[src/rtl/hmc_mem_link_tx_init_pkg.sv]
// ---------------------------------------------------------------------------
// hmc_mem_tx_pkg
// Shared types and constants for the HMC device-side transmit link sequencer.
//   - tx_state_e : sequencer state encoding (also exported on init_state)
//   - TS1_PREFIX : upper 12 bits of every TS1 training word
//   - NULL_WORD  : 16-bit NULL flit pattern
//   - LANE_SEED  : per-lane scrambler seeds, used only when the design is
//                  built with HMC_MEM_TX_SCRAMBLE_EN defined
// ---------------------------------------------------------------------------
package hmc_mem_tx_pkg;

   typedef enum logic [2:0] {
      ST_RESET    = 3'd0,
      ST_WAIT_PWR = 3'd1,
      ST_NULL1    = 3'd2,
      ST_TS1      = 3'd3,
      ST_NULL2    = 3'd4,
      ST_ACTIVE   = 3'd5,
      ST_SLEEP    = 3'd6,
      ST_ERROR    = 3'd7
   } tx_state_e;

   localparam logic [11:0] TS1_PREFIX = 12'hF0C;
   localparam logic [15:0] NULL_WORD  = 16'h0000;

   localparam int NUM_SEEDS = 8;
   localparam logic [14:0] LANE_SEED [0:NUM_SEEDS-1] = '{
      15'h4D56, 15'h47FF, 15'h75B8, 15'h1E18,
      15'h2E10, 15'h3EB2, 15'h4302, 15'h1380
   };

   // One TS1 word: fixed prefix followed by the 4-bit sequence number.
   function automatic logic [15:0] ts1_word(input logic [3:0] seq);
      return {TS1_PREFIX, seq};
   endfunction

endpackage

[src/rtl/hmc_mem_link_tx_init_if.sv]
// ---------------------------------------------------------------------------
// hmc_mem_link_tx_init_if
// Flit handshake between the responder's flit source and the TX sequencer.
//   tx_flit_data  : flit payload (DWIDTH bits)
//   tx_flit_valid : payload valid
//   tx_flit_ready : sequencer accepts the payload this cycle
// master = flit source, slave = sequencer.
// ---------------------------------------------------------------------------
interface hmc_mem_link_tx_init_if #(
   parameter int DWIDTH = 256
);
   logic [DWIDTH-1:0] tx_flit_data;
   logic              tx_flit_valid;
   logic              tx_flit_ready;

   modport master (output tx_flit_data, output tx_flit_valid, input tx_flit_ready);
   modport slave  (input tx_flit_data, input tx_flit_valid, output tx_flit_ready);
endinterface

[src/rtl/hmc_mem_link_tx_init_lane_scrambler.sv]
// ---------------------------------------------------------------------------
// hmc_mem_lane_scrambler
// One lane of the TX scrambler: 15-bit LFSR x^15+x^14+1, stepped LANE_W
// times per advancing cycle, producing a LANE_W-bit keystream.
// Only instantiated when HMC_MEM_TX_SCRAMBLE_EN is defined.
//   hmc_clk, hmc_rst : clock, synchronous active-high reset (loads SEED)
//   load             : restart from SEED this cycle (mask uses the seed)
//   adv              : commit the LANE_W-step advance
//   mask             : keystream for the current cycle, bit 0 first
// ---------------------------------------------------------------------------
module hmc_mem_lane_scrambler #(
   parameter int          LANE_W = 32,
   parameter logic [14:0] SEED   = 15'h4D56
) (
   input  logic              hmc_clk,
   input  logic              hmc_rst,
   input  logic              load,
   input  logic              adv,
   output logic [LANE_W-1:0] mask
);
   logic [14:0] lfsr_reg;
   logic [14:0] lfsr_next;
   logic [14:0] state_v;

   // Unrolled serial LFSR: each step emits the MSB, then shifts in the tap XOR.
   always_comb begin
      state_v = load ? SEED : lfsr_reg;
      mask    = '0;
      for (int i = 0; i < LANE_W; i++) begin
         mask[i] = state_v[14];
         state_v = {state_v[13:0], state_v[14] ^ state_v[13]};
      end
      lfsr_next = state_v;
   end

   always_ff @(posedge hmc_clk) begin
      if (hmc_rst) begin
         lfsr_reg <= SEED;
      end else if (adv) begin
         lfsr_reg <= lfsr_next;
      end else if (load) begin
         lfsr_reg <= SEED;
      end
   end
endmodule

[src/rtl/hmc_mem_link_tx_init.sv]
// ---------------------------------------------------------------------------
// hmc_mem_link_tx_init
// Device-side HMC transmit link sequencer: NULL -> TS1 training -> NULL ->
// ACTIVE flit transmission, with SLEEP/retrain and fatal-error handling.
// Ports:
//   hmc_clk, hmc_rst      : clock, synchronous active-high reset
//   p_rst_n               : host reset, low forces RESET (highest priority)
//   lxrxps                : host power-state request
//   rx_ts1_seen           : device RX locked on host TS1
//   flit (slave modport)  : tx_flit_data / tx_flit_valid / tx_flit_ready
//   phy_data_rx_phy2link  : registered word stream toward the controller
//   lxtxps, ferr_n        : TX power state, fatal error (active-low)
//   init_state            : current state encoding
// Build option: HMC_MEM_TX_SCRAMBLE_EN adds per-lane LFSR scrambling.
// All outputs are registered alongside the state, so an output always
// reflects the state it is presented in.
// ---------------------------------------------------------------------------
module hmc_mem_link_tx_init
   import hmc_mem_tx_pkg::*;
#(
   parameter int DWIDTH         = 256,
   parameter int NUM_LANES      = 8,
   parameter int NULL_CYCLES    = 55,
   parameter int TS1_MIN_CYCLES = 32,
   parameter int TS1_TIMEOUT    = 4096,
   parameter int NULL2_CYCLES   = 16
) (
   input  logic                  hmc_clk,
   input  logic                  hmc_rst,
   input  logic                  p_rst_n,
   input  logic                  lxrxps,
   input  logic                  rx_ts1_seen,
   hmc_mem_link_tx_init_if.slave flit,
   output logic [DWIDTH-1:0]     phy_data_rx_phy2link,
   output logic                  lxtxps,
   output logic                  ferr_n,
   output logic [2:0]            init_state
);
   localparam int LANE_W  = DWIDTH / NUM_LANES;
   localparam int WPL     = LANE_W / 16;          // TS1 words per lane per cycle
   localparam int CNT_MAX = (TS1_TIMEOUT > NULL_CYCLES) ?
                            ((TS1_TIMEOUT > NULL2_CYCLES) ? TS1_TIMEOUT : NULL2_CYCLES) :
                            ((NULL_CYCLES > NULL2_CYCLES) ? NULL_CYCLES : NULL2_CYCLES);
   localparam int CNT_W   = $clog2(CNT_MAX + 1);

   localparam logic [CNT_W-1:0] NULL1_LAST = CNT_W'(NULL_CYCLES - 1);
   localparam logic [CNT_W-1:0] NULL2_LAST = CNT_W'(NULL2_CYCLES - 1);
   localparam logic [CNT_W-1:0] TS1_MIN    = CNT_W'(TS1_MIN_CYCLES);
   localparam logic [CNT_W-1:0] TS1_LAST   = CNT_W'(TS1_TIMEOUT - 1);

   tx_state_e         state_reg, state_next;
   logic [CNT_W-1:0]  cnt_reg, cnt_next;
   logic [3:0]        seq_reg, seq_next, seq_base;
   logic [DWIDTH-1:0] data_reg, data_next, plain_next, ts1_flit;
   logic              lxtxps_reg, ferr_n_reg, ready_reg;
   logic              send_flit;

   // A flit handshaken while ready=1 is always transmitted next cycle, even
   // when lxrxps drops in that same cycle; a host reset discards it.
   assign send_flit = ready_reg & flit.tx_flit_valid & p_rst_n;

   always_comb begin
      state_next = state_reg;
      unique case (state_reg)
         ST_RESET:    if (p_rst_n) state_next = ST_WAIT_PWR;
         ST_WAIT_PWR: if (lxrxps) state_next = ST_NULL1;
         ST_NULL1:    if (cnt_reg >= NULL1_LAST) state_next = ST_TS1;
         ST_TS1: begin
            // Lock exit is checked first so it wins over the timeout.
            if (rx_ts1_seen && cnt_reg >= TS1_MIN) state_next = ST_NULL2;
            else if (cnt_reg >= TS1_LAST)          state_next = ST_ERROR;
         end
         ST_NULL2:    if (cnt_reg >= NULL2_LAST) state_next = ST_ACTIVE;
         ST_ACTIVE:   if (!lxrxps) state_next = ST_SLEEP;
         ST_SLEEP:    if (lxrxps) state_next = ST_NULL1;
         ST_ERROR:    state_next = ST_ERROR;
         default:     state_next = ST_RESET;
      endcase
      if (!p_rst_n) state_next = ST_RESET;
   end

   // Counter restarts on every state change and saturates at all-ones.
   assign cnt_next = (state_next != state_reg) ? '0 :
                     ((cnt_reg == '1) ? cnt_reg : cnt_reg + 1'b1);

   // TS1 sequence runs across words of a lane and restarts on TS1 entry.
   assign seq_base = (state_reg == ST_TS1) ? seq_reg : 4'd0;
   assign seq_next = (state_next == ST_TS1) ? seq_base + 4'(WPL) : 4'd0;

   genvar gi;
   generate
      for (gi = 0; gi < DWIDTH / 16; gi++) begin : g_ts1
         assign ts1_flit[gi*16 +: 16] = ts1_word(seq_base + 4'(gi % WPL));
      end
   endgenerate

   always_comb begin
      plain_next = {(DWIDTH/16){NULL_WORD}};
      if (send_flit)                  plain_next = flit.tx_flit_data;
      else if (state_next == ST_TS1)  plain_next = ts1_flit;
   end

`ifdef HMC_MEM_TX_SCRAMBLE_EN
   logic              scr_load, scr_adv;
   logic [DWIDTH-1:0] scr_mask;

   assign scr_load = (state_next == ST_NULL1) && (state_reg != ST_NULL1);
   assign scr_adv  = send_flit || state_next == ST_NULL1 || state_next == ST_TS1 ||
                     state_next == ST_NULL2 || state_next == ST_ACTIVE;

   generate
      for (gi = 0; gi < NUM_LANES; gi++) begin : g_scr
         hmc_mem_lane_scrambler #(
            .LANE_W (LANE_W),
            .SEED   (LANE_SEED[gi % NUM_SEEDS])
         ) u_scr (
            .hmc_clk (hmc_clk),
            .hmc_rst (hmc_rst),
            .load    (scr_load),
            .adv     (scr_adv),
            .mask    (scr_mask[gi*LANE_W +: LANE_W])
         );
      end
   endgenerate

   // Non-running states keep the line at zero rather than sending keystream.
   assign data_next = scr_adv ? (plain_next ^ scr_mask) : '0;
`else
   assign data_next = plain_next;
`endif

   always_ff @(posedge hmc_clk) begin
      if (hmc_rst) begin
         state_reg  <= ST_RESET;
         cnt_reg    <= '0;
         seq_reg    <= '0;
         data_reg   <= '0;
         lxtxps_reg <= 1'b0;
         ferr_n_reg <= 1'b1;
         ready_reg  <= 1'b0;
      end else begin
         state_reg  <= state_next;
         cnt_reg    <= cnt_next;
         seq_reg    <= seq_next;
         data_reg   <= data_next;
         ready_reg  <= (state_next == ST_ACTIVE);
         ferr_n_reg <= (state_next != ST_ERROR);
         // lxtxps rises on entry to NULL1 and is otherwise held (incl. ERROR).
         if (state_next == ST_RESET || state_next == ST_SLEEP)
            lxtxps_reg <= 1'b0;
         else if (state_next == ST_NULL1 && state_reg != ST_NULL1)
            lxtxps_reg <= 1'b1;
      end
   end

   assign phy_data_rx_phy2link = data_reg;
   assign lxtxps               = lxtxps_reg;
   assign ferr_n               = ferr_n_reg;
   assign flit.tx_flit_ready   = ready_reg;
   assign init_state           = state_reg;

endmodule

[src/flat_wrapper.sv]
// flat-port wrapper written by rule: the top's interface ports become plain ports
module hmc_mem_link_tx_init_flat import hmc_mem_tx_pkg::*;
#(
   parameter int DWIDTH         = 256,
   parameter int NUM_LANES      = 8,
   parameter int NULL_CYCLES    = 55,
   parameter int TS1_MIN_CYCLES = 32,
   parameter int TS1_TIMEOUT    = 4096,
   parameter int NULL2_CYCLES   = 16
)
  (hmc_clk, hmc_rst, p_rst_n, lxrxps, rx_ts1_seen, phy_data_rx_phy2link, lxtxps, ferr_n, init_state, flit_tx_flit_data, flit_tx_flit_valid, flit_tx_flit_ready);
  hmc_mem_link_tx_init_if #(.DWIDTH(DWIDTH)) flit_i ();
  input  logic hmc_clk;
  input  logic hmc_rst;
  input  logic p_rst_n;
  input  logic lxrxps;
  input  logic rx_ts1_seen;
  output logic [DWIDTH-1:0] phy_data_rx_phy2link;
  output logic lxtxps;
  output logic ferr_n;
  output logic [2:0] init_state;
  input wire logic [$bits(flit_i.tx_flit_data)-1:0] flit_tx_flit_data;
  input wire logic [$bits(flit_i.tx_flit_valid)-1:0] flit_tx_flit_valid;
  output wire logic [$bits(flit_i.tx_flit_ready)-1:0] flit_tx_flit_ready;
  assign flit_i.tx_flit_data = flit_tx_flit_data;
  assign flit_i.tx_flit_valid = flit_tx_flit_valid;
  assign flit_tx_flit_ready = flit_i.tx_flit_ready;
  hmc_mem_link_tx_init #(.DWIDTH(DWIDTH), .NUM_LANES(NUM_LANES), .NULL_CYCLES(NULL_CYCLES), .TS1_MIN_CYCLES(TS1_MIN_CYCLES), .TS1_TIMEOUT(TS1_TIMEOUT), .NULL2_CYCLES(NULL2_CYCLES)) u_core (.hmc_clk(hmc_clk), .hmc_rst(hmc_rst), .p_rst_n(p_rst_n), .lxrxps(lxrxps), .rx_ts1_seen(rx_ts1_seen), .flit(flit_i), .phy_data_rx_phy2link(phy_data_rx_phy2link), .lxtxps(lxtxps), .ferr_n(ferr_n), .init_state(init_state));
endmodule
[config.mk]
export PLATFORM = sky130hd
export DESIGN_NAME = hmc_mem_link_tx_init_flat
export DESIGN_NICKNAME = d
export VERILOG_FILES = /design/src/rtl/hmc_mem_link_tx_init_pkg.sv /design/src/rtl/hmc_mem_link_tx_init_if.sv /design/src/rtl/hmc_mem_link_tx_init_lane_scrambler.sv /design/src/rtl/hmc_mem_link_tx_init.sv /design/src/flat_wrapper.sv
export SDC_FILE = /design/constraint.sdc
export NUM_CORES = 1
export LEC_CHECK = 0
export CAP_MARGIN = 5
export CORE_AREA = 2 2 203 205
export DETAILED_ROUTE_END_ITERATION = 10
export DIE_AREA = 0 0 205 207
export MAX_ROUTING_LAYER = met4
export PLACE_DENSITY = 0.6
export SYNTH_ARGS = -nofsm -noshare
export SYNTH_HDL_FRONTEND = slang
export SYNTH_SLANG_ARGS = --single-unit
[constraint.sdc]
create_clock -name hmc_clk -period 6.37 [get_ports hmc_clk]
set_clock_uncertainty 0.1 [all_clocks]
set_input_delay 1.911 -clock hmc_clk [delete_from_list [all_inputs] [get_ports hmc_clk]]
set_output_delay 1.911 -clock hmc_clk [all_outputs]
set_load 0.02 [all_outputs]
# [Word-level counts from Yosys, hierarchy flattened]
# Index checks and enable logic that the tools add are counted.
[word_totals] in_bits=262 elab_cells=52 ff_bits=279 output_inout_bits=262
[op_classes] n_eq_ne=15 magnitude_cmp=4 add_sub_neg=3 reduce_logical=9 bitwise_logic=3 n_mux=11
[ops] op="$mux W256" count=2
[ops] op="$ge A13 B6 Y1 const B" count=2
[ops] op="$mux W3" count=7
[ops] op="$pmux W3 S7" count=1
[ops] op="$eq A3 B3 Y1 const B" count=6
[ops] op="$add A13 B1 Y13 const B" count=1
[ops] op="$eq A13 B13 Y1 const B" count=1
[ops] op="$ge A13 B12 Y1 const B" count=1
[ops] op="$ge A13 B4 Y1 const B" count=1
[ops] op="$eq A3 B2 Y1 const B" count=4
[ops] op="$reduce_or A2 Y1" count=4
[ops] op="$logic_not A3 Y1" count=2
[ops] op="$add A4 B1 Y4 const B" count=1
[ops] op="$add A4 B2 Y4 const B" count=1
[ops] op="$mux W4" count=1
[ops] op="$eq A3 B1 Y1 const B" count=1
[ops] op="$ne A3 B2 Y1 const B" count=1
[ops] op="$ne A3 B3 Y1" count=1
[ops] op="$ne A3 B3 Y1 const B" count=1
[ops] op="$and A1 B1 Y1" count=2
[ops] op="$logic_and A1 B1 Y1" count=2
[ops] op="$logic_or A1 B1 Y1" count=1
[ops] op="$not A1 Y1" count=1

# [Longest topological paths before layout]
# Gate-level depths: netlist of the first run.
[depth] word_depth=8 depth_mapped=10 mapped_depth_nobuf=9

# [Worst setup path after synthesis of the first run]
# OpenSTA, ideal clock, no wires.
[synth_path] path_type="input-to-reg" start="input lxrxps" end="register u_core.data_reg[151], in the netlist u_core.phy_data_rx_phy2link[151]" cell_stages=9 required_ps=6138 setup_time_ps=132 n_path_buf=3 slack_ps=2865 t_arrival_ps=3273 path_cell_list="nand2b_1 > a21oi_1 > o22ai_1 > or3_1 > buf_2 > nand2_2 > buf_4 > buf_4 > a21oi_1"
[synth_between] elab_chain_len=6 word_cells_on_any_way=7 cone_classes="eq/ne (1); mux (6)"
[synth_lines] element="from (decl)" line="flat_wrapper.sv:16" text="input logic lxrxps;"
[synth_lines] element="$mux W3 (on tied branches)" line="hmc_mem_link_tx_init.sv:66, hmc_mem_link_tx_init.sv:75, hmc_mem_link_tx_init.sv:74"
[synth_lines] element="$pmux W3 S7 (*)" line="hmc_mem_link_tx_init.sv:64" text="unique case (state_reg)"
[synth_lines] element="$mux W3 (*)" line="hmc_mem_link_tx_init.sv:79" text="if (!p_rst_n) state_next = ST_RESET;"
[synth_lines] element="$eq A3 B2 Y1 (*)" line="hmc_mem_link_tx_init.sv:100" text="else if (state_next == ST_TS1) plain_next = ts1_flit;"
[synth_lines] element="$mux W256 (*)" line="hmc_mem_link_tx_init.sv:100"
[synth_lines] element="$mux W256 (*)" line="hmc_mem_link_tx_init.sv:99" text="if (send_flit) plain_next = flit.tx_flit_data;"
[synth_lines] element="to (signal assigned)" line="hmc_mem_link_tx_init.sv:145" text="data_reg <= data_next;"
[synth_lines] element="to (decl)" line="hmc_mem_link_tx_init.sv:54" text="logic [DWIDTH-1:0] data_reg, data_next, plain_next, ts1_flit;"
# Mark *: on every way between the ends. The rest lies on a longest branch, timed or not.
# A chain may end at the register's enable or synchronous reset.

# [Worst setup path in the final report of the first run]
[layout_path] start="input lxrxps" end="register u_core.data_reg[103], in the netlist u_core.phy_data_rx_phy2link[103]"
# Same word-level chain as after synthesis.

==> results of run 1 <==
==> layout make-up <==
| type | count | area (um^2) | share of cell area |
|---|---|---|---|
| multi-input combinational | 559 | 2920 | 0.1885 |
| clock inverter | 17 | 150.1 | 0.009691 |
| antenna | 2 | 5.005 | 0.0003230 |
| clock buffer | 41 | 873.3 | 0.05637 |
| sequential | 279 | 5585 | 0.3605 |
| tap | 532 | 665.6 | 0.04296 |
| timing repair buffer | 527 | 5279 | 0.3407 |
| inverter | 4 | 15.01 | 0.0009691 |
==> power by group through the flow <==
stage | registers (mW) | clock network (mW) | logic (mW)
floorplan | 1.83 | 0 | 0.0439
global placement | 1.81 | 0 | 0.267
detailed placement | 1.81 | 0 | 0.267
CTS | 1.77 | 1.82 | 0.269
global route | 1.77 | 1.90 | 0.283
finish | 1.77 | 1.77 | 0.267
==> synth_stat cells (2+ instances only) <==
master    number
a211oi_1       4
a21oi_1      168
a31oi_1        2
and2_1       101
and3_1         5
and4_1         2
buf_2          7
buf_4          5
clkbuf_1      54
dfxtp_1      279
ha_1           4
inv_1          4
nand2_1      174
nand2b_1       3
nand3_1       10
nand3b_1       5
nand4_1        7
nand4b_1       3
nor2_1        23
nor2b_1        4
nor3_1         3
nor3b_1        2
nor4_1         2
o211ai_1       3
o21ai_0        2
or3_1          4
xnor2_1        3
xor2_1         8
==> cell families (layout without fill, tap and decap cells) <==
kind of cell,Yosys count,in the layout,share of synthesized area
buffers and inverters,72,589,0.03472
AO/OA/AOI/OAI,191,191,0.1168
other,0,2,0
adder cells (fa/ha/maj),4,4,0.005692
flip-flops,279,279,0.6352
XOR/XNOR,11,11,0.01096
AND/OR/NAND/NOR,353,353,0.1966
==> layer usage <==
metal,vias up,GRT usage,share of wire
met5,-,-,0
met4,0,0.04713,0.025
met3,51,0.03980,0.087
met2,353,0.2618,0.48
met1,3810,0.1854,0.41
li1,3986,-,-
==> critical path: stages <==
cell and delay (ns):
clkdlybuf4s50_1 0.50, nand2b_1 0.23, a21oi_1 0.15, o22ai_1 0.13, or3_1 0.54, nand2_4 0.81
a21oi_1 0.14
==> stage by stage <==
step           utilization  hold slack (ns)  worst slack, ns
2_1_floorplan            -           0.3740            2.865
3_5_place_dp        0.3583           0.4171            1.456
4_1_cts             0.3837           0.4258            2.071
5_1_grt             0.3838           0.4356            1.825
3_3_place_gp        0.3583           0.4257            1.512
6_report            0.3838           0.4190            2.024
==> worst min-delay path by stage <==
| stage | from | endpoint | slack, ns | cells after the start |
|---|---|---|---|---|
| after floorplan | u_core.seq_reg[0] | u_core.seq_reg[0] | 0.37 | 2 |
| after global placement | u_core.seq_reg[0] | u_core.seq_reg[0] | 0.43 | 2 |
| after detailed placement | u_core.seq_reg[0] | u_core.seq_reg[0] | 0.42 | 2 |
| after CTS | u_core.seq_reg[0] | u_core.seq_reg[0] | 0.43 | 2 |
| after global routing | u_core.seq_reg[0] | u_core.seq_reg[0] | 0.44 | 2 |
| final | u_core.seq_reg[0] | u_core.seq_reg[0] | 0.42 | 2 |
==> summary.md, run 1 <==
| Metric | Value |
|---|---|
| Post-place instance area | `14470 um^2` |
| WL/cell | `17.34 um` |
| Clock net sink count | `279` |
| Starting Density | `0.2178` |
| Syn_nets | `1176` |
| Synth async-reset ratio | `0` |
| Syn. warnings | `0` |
| Hold Path Class | `flip-flop to flip-flop` |
| CTS resizes | `0` |
| CTS Hold Buffers Added | `0` |
| Final Cycle Share | `0.6823` |
| Via count | `8200` |
| Max reg flops | `256` |
| First-pass GRT wire length | `49640 um` |
| CTS Buffer Depth | `3` |
| Crit-path max FO | `96` |
| RSZ-0062 raised after global routing | `no` |
| Antenna violations before repair | `2` |
| Io pins | `524` |
| Avg Vias per Cell | `4.182` |
| Core ar. | `40370 um^2` |
| Die outline area | `42440 um^2` |
| Most common cell after layout, fill and taps aside | `clkdlybuf4s50_1` |
| Placed instance count | `1901` |
| Most frequent cells in the layout | `522 x clkdlybuf4s50_1, 279 x dfxtp_1, 174 x nand2_1, 168 x a21oi_1, 101 x and2_1` |
| Die Wd | `205 um` |
| Max cap viols | `0` |
| TritonCTS clock tree | `built` |
| Nets | `1668` |
| Share of cells above drive strength 1 | `0.04485` |
| Initial DRC Count | `443` |
| CP endpoint kind | `flip-flop` |
| Synthesis-stage register bit count | `279` |
| Worst-path clk slew | `0.06 ns` |
| Cell taking the most area after synthesis | `dfxtp_1` |
| Net Sw Frac | `0.2249` |
| Nature of the critical path startpoint | `input pin` |
| Non-Filler Instances | `1961` |
| CTS root buffer | `clkbuf_16` |
| Post-CTS Setup Bufs | `0` |
| CP required | `6.66 ns` |
| Post-route design area | `15490 um^2` |
| Area delta synth->final | `76.20%` |
| Post-DP HPWL | `24620 um` |
| TNS Setup | `0 ns` |
| Antenna Violating Nets Remaining | `0` |
| Max Freq | `230.1 MHz` |
| Synth top area share | `0.6352` |
| Max-slew headroom | `0.1755` |
| Residual DRC | `0` |
| DR pass1 iterations | `6` |
| Synth Instances | `910` |
| R2r setup slk | `2.85 ns` |
| Combinational share of power | `0.070` |
| Worst Setup EP | `u_core.phy_data_rx_phy2link[103]` |
| Reg-to-reg startpoint | `u_core.cnt_reg[12]` |
| I/O Buffers | `523` |
| Leakage | `5.531 nW` |
| Power per Cell Area | `245.5 nW/um^2` |
| Grt ovf | `0` |
| Tot GR Track Use | `0.1571` |
| Critical R2R Capture | `u_core.phy_data_rx_phy2link[103]` |
| CP arrival | `4.64 ns` |
| Clk_lat worst skew | `0.57 ns` |
| Final min period | `4.346 ns` |
| Outcome | `finished clean` |
| Syn_area_per_cell | `9.663 um^2` |
| Total CTS buffers | `31` |
| Setup crit start | `lxrxps` |
| Cell Area, Synth | `8793 um^2` |
| Max-slew violation count | `0` |
| Sequential power share | `0.465` |
| Int Power | `2.949 mW` |
| Synth unique cells | `47` |
| Final setup vio count | `0` |
| Largest net degree at the start of global routing | `109` |
| Ranking of synthesized cells by area | `dfxtp_1 64%, a21oi_1 9.6%, nand2_1 7.4%, and2_1 7.2%, clkbuf_1 2.3%` |
| Sequential-to-total area share from yosys stat | `0.6352` |
| Slew at the pin closest to its max-slew limit | `1.237 ns` |
| Tot Pwr | `3.804 mW` |
| Sw Pwr | `855.6 uW` |
| Number of global-route vias before repair | `8187` |
| Row cnt | `74` |
| Post-synth EDFFs | `0` |
| Maximum VDD drop | `0.1959 mV` |
| Clock power frac | `0.465` |
| Gp weighted congestion | `0.8389` |
| Logic depth of the worst register-to-register path | `6` |
| Most used DFF post-synth | `dfxtp_1` |
| H-tree depth | `1` |
| Final Hold Viols | `0` |
| Worst setup path category | `input pin to flip-flop` |
| Total Routed Length | `34000 um` |
| Fill cell count | `4092` |
| Die Ht | `207 um` |
(Power assumes the default switching activity.)
==> run 2: changes to the inputs <==
CORE_AREA = 2 2 205 207   (was 2 2 203 205)
DIE_AREA = 0 0 207 209   (was 0 0 205 207)
PLACE_DENSITY = 0.59   (was 0.6)
clock period = 4 ns   (was 6.37 ns; I/O delays follow)
==> summary.md, run 2 (same netlist as run 1, synthesis figures left out) <==
| Metric | Value |
|---|---|
| CTS resizes | `0` |
| Avg Vias per Cell | `4.097` |
| First-pass GRT wire length | `51000 um` |
| Final setup vio count | `0` |
| Clock net sink count | `279` |
| Number of global-route vias before repair | `8255` |
| Core ar. | `41290 um^2` |
| Critical R2R Capture | `u_core.phy_data_rx_phy2link[204]` |
| Die Ht | `209 um` |
| H-tree depth | `1` |
| Power per Cell Area | `413.7 nW/um^2` |
| Antenna violations before repair | `3` |
| Tot Pwr | `6.552 mW` |
| CP endpoint kind | `primary output` |
| Hold Crit Depth | `2` |
| GR peak layer | `met2` |
| Most frequent cells in the layout | `522 x clkdlybuf4s50_1, 279 x dfxtp_1, 174 x nand2_1, 168 x a21oi_1, 101 x and2_1` |
| Reg-to-reg startpoint | `u_core.cnt_reg[12]` |
| Total CTS buffers | `31` |
| CTS root buffer | `clkbuf_16` |
| Total Routed Length | `34950 um` |
| Nature of the critical path startpoint | `flip-flop` |
| Max-slew headroom | `0.4710` |
| GR Util met3 | `0.04403` |
| R2r setup slk | `1.06 ns` |
| Hold Path Class | `flip-flop to flip-flop` |
| Final min period | `3.171 ns` |
| Worst-path clk slew | `0.06 ns` |
| Combinational share of power | `0.066` |
| Sequential power share | `0.430` |
| Most common cell after layout, fill and taps aside | `clkdlybuf4s50_1` |
| Final Cycle Share | `0.7927` |
| Max cap viols | `0` |
| Leakage | `5.713 nW` |
| Slew at the pin closest to its max-slew limit | `0.7936 ns` |
| Starting Density | `0.2130` |
| WL/cell | `17.66 um` |
| Final Hold Viols | `0` |
| Via count | `8108` |
| Cell chain of the critical path | `clkdlybuf4s50_1` |
| Outcome | `finished clean` |
| Worst setup path category | `flip-flop to primary output` |
| I/O Buffers | `523` |
| Layout Utilization | `0.3836` |
| Die Wd | `207 um` |
| Cell family with most CP delay | `buffers and inverters` |
| Hold path start | `u_core.lxtxps` |
| Post-place instance area | `14630 um^2` |
| Initial DRC Count | `509` |
| Die outline area | `43260 um^2` |
| Post-route design area | `15840 um^2` |
| Post-CTS Setup Bufs | `0` |
| CTS Buffer Depth | `3` |
| Gp weighted congestion | `0.8160` |
| Antenna Violating Nets Remaining | `0` |
| Largest net degree at the start of global routing | `164` |
| Tot GR Track Use | `0.1579` |
| M1 GR Usage | `0.1821` |
| Grt ovf | `0` |
| CP max-delay cell | `clkdlybuf4s50_1` |
| Slowest stage delay, CP | `0.70 ns` |
| DR pass1 iterations | `4` |
| Area delta synth->final | `80.12%` |
| Crit-path max FO | `16` |
| Placed instance count | `1919` |
| Row cnt | `75` |
| Logic depth of the worst register-to-register path | `8` |
| Share of cells above drive strength 1 | `0.05289` |
| Clk_lat worst skew | `0.56 ns` |
| Hold EP | `u_core.lxtxps` |
| Net Sw Frac | `0.2039` |
| Int Power | `5.216 mW` |
| Max reg flops | `256` |
| TritonCTS clock tree | `built` |
| Max-slew violation count | `0` |
| Max Freq | `315.4 MHz` |
| Maximum VDD drop | `0.2610 mV` |
| CP required | `2.70 ns` |
| Io pins | `524` |
| Sw Pwr | `1.336 mW` |
| TNS Setup | `0 ns` |
| CTS Hold Buffers Added | `0` |
| M2 GR Usage | `0.2709` |
| Non-Filler Instances | `1979` |
| RSZ-0062 raised after global routing | `no` |
| Nets | `1679` |
| Post-DP HPWL | `25980 um` |
| Residual DRC | `0` |
| WP buf/inv | `1` |
| Clock power frac | `0.504` |
| CP arrival | `1.87 ns` |
==> run 2: per-layer routing <==
metal	share of wire	wire [um]	vias up
li1	-	-	4000
met1	0.42	14510	3712
met2	0.49	17230	358
met3	0.074	2603	38
met4	0.017	598	0
met5	0	0	-
==> run 2: how the worst max path moves through the flow <==
stage                                  endpoint                  from  cells past startpoint
5_1_grt        u_core.phy_data_rx_phy2link[135]               p_rst_n                      7
3_3_place_gp   u_core.phy_data_rx_phy2link[189]                lxrxps                      9
2_1_floorplan  u_core.phy_data_rx_phy2link[151]                lxrxps                      9
4_1_cts                           init_state[2]  u_core.init_state[2]                      1
6_report                          init_state[2]  u_core.init_state[2]                      1
3_5_place_dp   u_core.phy_data_rx_phy2link[150]                lxrxps                      9
==> run 2: power groups by stage <==
stage,Clock [mW],Combinational [mW],Sequential (mW)
global route,3.50,0.461,2.82
detailed placement,0,0.435,2.88
global placement,0,0.433,2.88
finish,3.30,0.433,2.82
floorplan,0,0.0699,2.91
CTS,3.40,0.438,2.82
==> run 2: through the flow <==
step	hold WS [ns]	setup WS, ns
2_1_floorplan	0.3740	1.206
3_3_place_gp	0.4143	0.4155
3_5_place_dp	0.4144	0.3604
4_1_cts	0.4277	0.8084
5_1_grt	0.4441	0.6717
6_report	0.4153	0.8290
==> run 2: area by class of cell <==
cell class | count | area, um^2
repair buffers | 538 | 5436
clock inverters | 17 | 320.3
inverters | 4 | 15.01
fillers | 4074 | 25450
diodes | 3 | 7.507
well taps | 539 | 674.4
multi-input cells | 559 | 2920
flip-flops and latches | 279 | 5585
clock buffers | 40 | 879.6
==> run 3: changes to the inputs <==
CORE_AREA = 2 2 201 203   (was 2 2 205 207)
DIE_AREA = 0 0 203 205   (was 0 0 207 209)
PLACE_DENSITY = 0.62   (was 0.59)
clock period = 2.9 ns   (was 4 ns; I/O delays follow)
==> summary.md, run 3 (same netlist as run 1, synthesis figures left out) <==
| Metric | Value |
|---|---|
| Die Ht | `205 um` |
| Total CTS buffers | `31` |
| CP endpoint kind | `primary output` |
| CP required | `1.93 ns` |
| Max-slew headroom | `0.4907` |
| Clock net sink count | `279` |
| Avg Vias per Cell | `4.198` |
| Core ar. | `39370 um^2` |
| Hold Path Class | `flip-flop to flip-flop` |
| Nature of the critical path startpoint | `flip-flop` |
| Final setup vio count | `0` |
| Cell family with most CP delay | `buffers and inverters` |
| Most frequent cells in the layout | `522 x clkdlybuf4s50_1, 278 x dfxtp_1, 174 x nand2_1, 168 x a21oi_1, 101 x and2_1` |
| Leakage | `5.814 nW` |
| Clk_lat worst skew | `0.55 ns` |
| Nets | `1709` |
| Total Routed Length | `35410 um` |
| Pre-CTS setup slack | `-0.3283 ns` |
| Outcome | `finished clean` |
| RSZ-0062 raised after global routing | `no` |
| Max cap viols | `0` |
| Antenna Violating Nets Remaining | `0` |
| Number of global-route vias before repair | `8405` |
| Starting Density | `0.2234` |
| Io pins | `524` |
| Worst setup path category | `flip-flop to primary output` |
| Worst-path clk slew | `0.06 ns` |
| Share of cells above drive strength 1 | `0.06899` |
| H-tree depth | `1` |
| Slowest stage delay, CP | `0.72 ns` |
| Post-CTS Setup Bufs | `0` |
| Placed instance count | `1935` |
| Non-Filler Instances | `1991` |
| WL/cell | `17.79 um` |
| TritonCTS clock tree | `built` |
| Gp weighted congestion | `0.8626` |
| Row cnt | `73` |
| WP buf/inv | `1` |
| Fill cell count | `3799` |
| I/O Buffers | `523` |
| First-pass GRT wire length | `50580 um` |
| Residual DRC | `0` |
| Final Cycle Share | `0.9674` |
| Area delta synth->final | `81.76%` |
| CTS Buffer Depth | `3` |
| Slew at the pin closest to its max-slew limit | `0.7640 ns` |
| Crit-path max FO | `13` |
| Max Freq | `356.4 MHz` |
| Final Hold Viols | `0` |
| Largest net degree at the start of global routing | `153` |
| CP max-delay cell | `clkdlybuf4s50_1` |
| CTS root buffer | `clkbuf_16` |
| Antenna violations before repair | `1` |
| Final min period | `2.806 ns` |
| Die outline area | `41620 um^2` |
| Post-DP HPWL | `26630 um` |
| Maximum VDD drop | `0.3514 mV` |
| Grt ovf | `0` |
| Max reg flops | `256` |
| Cell chain of the critical path | `clkdlybuf4s50_1` |
| Initial DRC Count | `318` |
| Via count | `8359` |
| Tot GR Track Use | `0.1647` |
| DR pass1 iterations | `4` |
| Most common cell after layout, fill and taps aside | `clkdlybuf4s50_1` |
| Worst setup margin | `0.09443 ns` |
| Power per Cell Area | `525.2 nW/um^2` |
| CP arrival | `1.84 ns` |
| Max-slew violation count | `0` |
| Die Wd | `203 um` |
## run 3: changes by cell type in the layout (fill, tap and decap cells not counted)
cell        change
clkinv_4        +2
dfxtp_2         +1
dfxtp_1         -1
bufinv_16       -7
clkbuf_1        +3
clkbuf_8        +1
clkinv_2        -3
diode_2         -1
buf_4          +21
buf_12          +9
clkinvlp_4      +1
## run 3: final timing paths
path                         from           endpoint  slack (ns)  depth (start not counted)
min                 u_core.lxtxps      u_core.lxtxps        0.42                          2
min reg2reg         u_core.lxtxps      u_core.lxtxps        0.42                          2
max reg2reg     u_core.cnt_reg[9]  u_core.cnt_reg[5]        0.17                          7
max          u_core.init_state[1]      init_state[1]        0.09                          1
## run 3: area by class of cell
type	instances	area, um^2	area share
sequential	279	5587	0.3495
inverter	4	15.01	0.0009394
tap	525	656.9	0.04110
clock buffer	44	904.6	0.05660
clock inverter	10	120.1	0.007515
multi-input combinational	559	2920	0.1827
antenna	2	5.005	0.0003131
timing repair buffer	568	5774	0.3613
## run 3: power by group
part | leakage [nW] | total (mW) | switching, mW | internal, mW
sequential | 2.25 | 3.89 | 0.0164 | 3.87
clock | 0.499 | 3.90 | 1.56 | 2.34
combinational | 3.06 | 0.609 | 0.204 | 0.405
total | 5.81 | 8.39 | 1.78 | 6.61
## run 3: tightest hold or removal path, cell delays in order, from the launching register on
cell     delay (ns)
dfxtp_1        0.33
a32oi_1        0.06
nor2_1         0.10
## run 3: timing repair
action	in CTS	in global routing
setup endpoints to repair	0	1
hold buffers	0	0
hold endpoints to repair	0	0
resized for setup	0	1
## run 3: per-layer routing
metal	vias up	track usage	part of all wire
li1	4057	-	-
met1	3899	0.1923	0.41
met2	356	0.2834	0.50
met3	47	0.03898	0.075
met4	0	0.04458	0.020
met5	-	-	0
## run 3: per-stage QoR
step | total power [mW] | hold WS [ns] | area [um^2] | setup TNS [ns] | utilization
floorplan | 4.106 | 0.3740 | 8793 | 0 | -
global placement | 4.575 | 0.3998 | 14950 | -25.38 | 0.3798
detailed placement | 4.580 | 0.4068 | 14950 | -34.55 | 0.3798
CTS | 8.506 | 0.4260 | 15980 | 0 | 0.4058
global route | 8.709 | 0.4773 | 15980 | 0 | 0.4059
finish | 8.394 | 0.4204 | 15980 | 0 | 0.4060
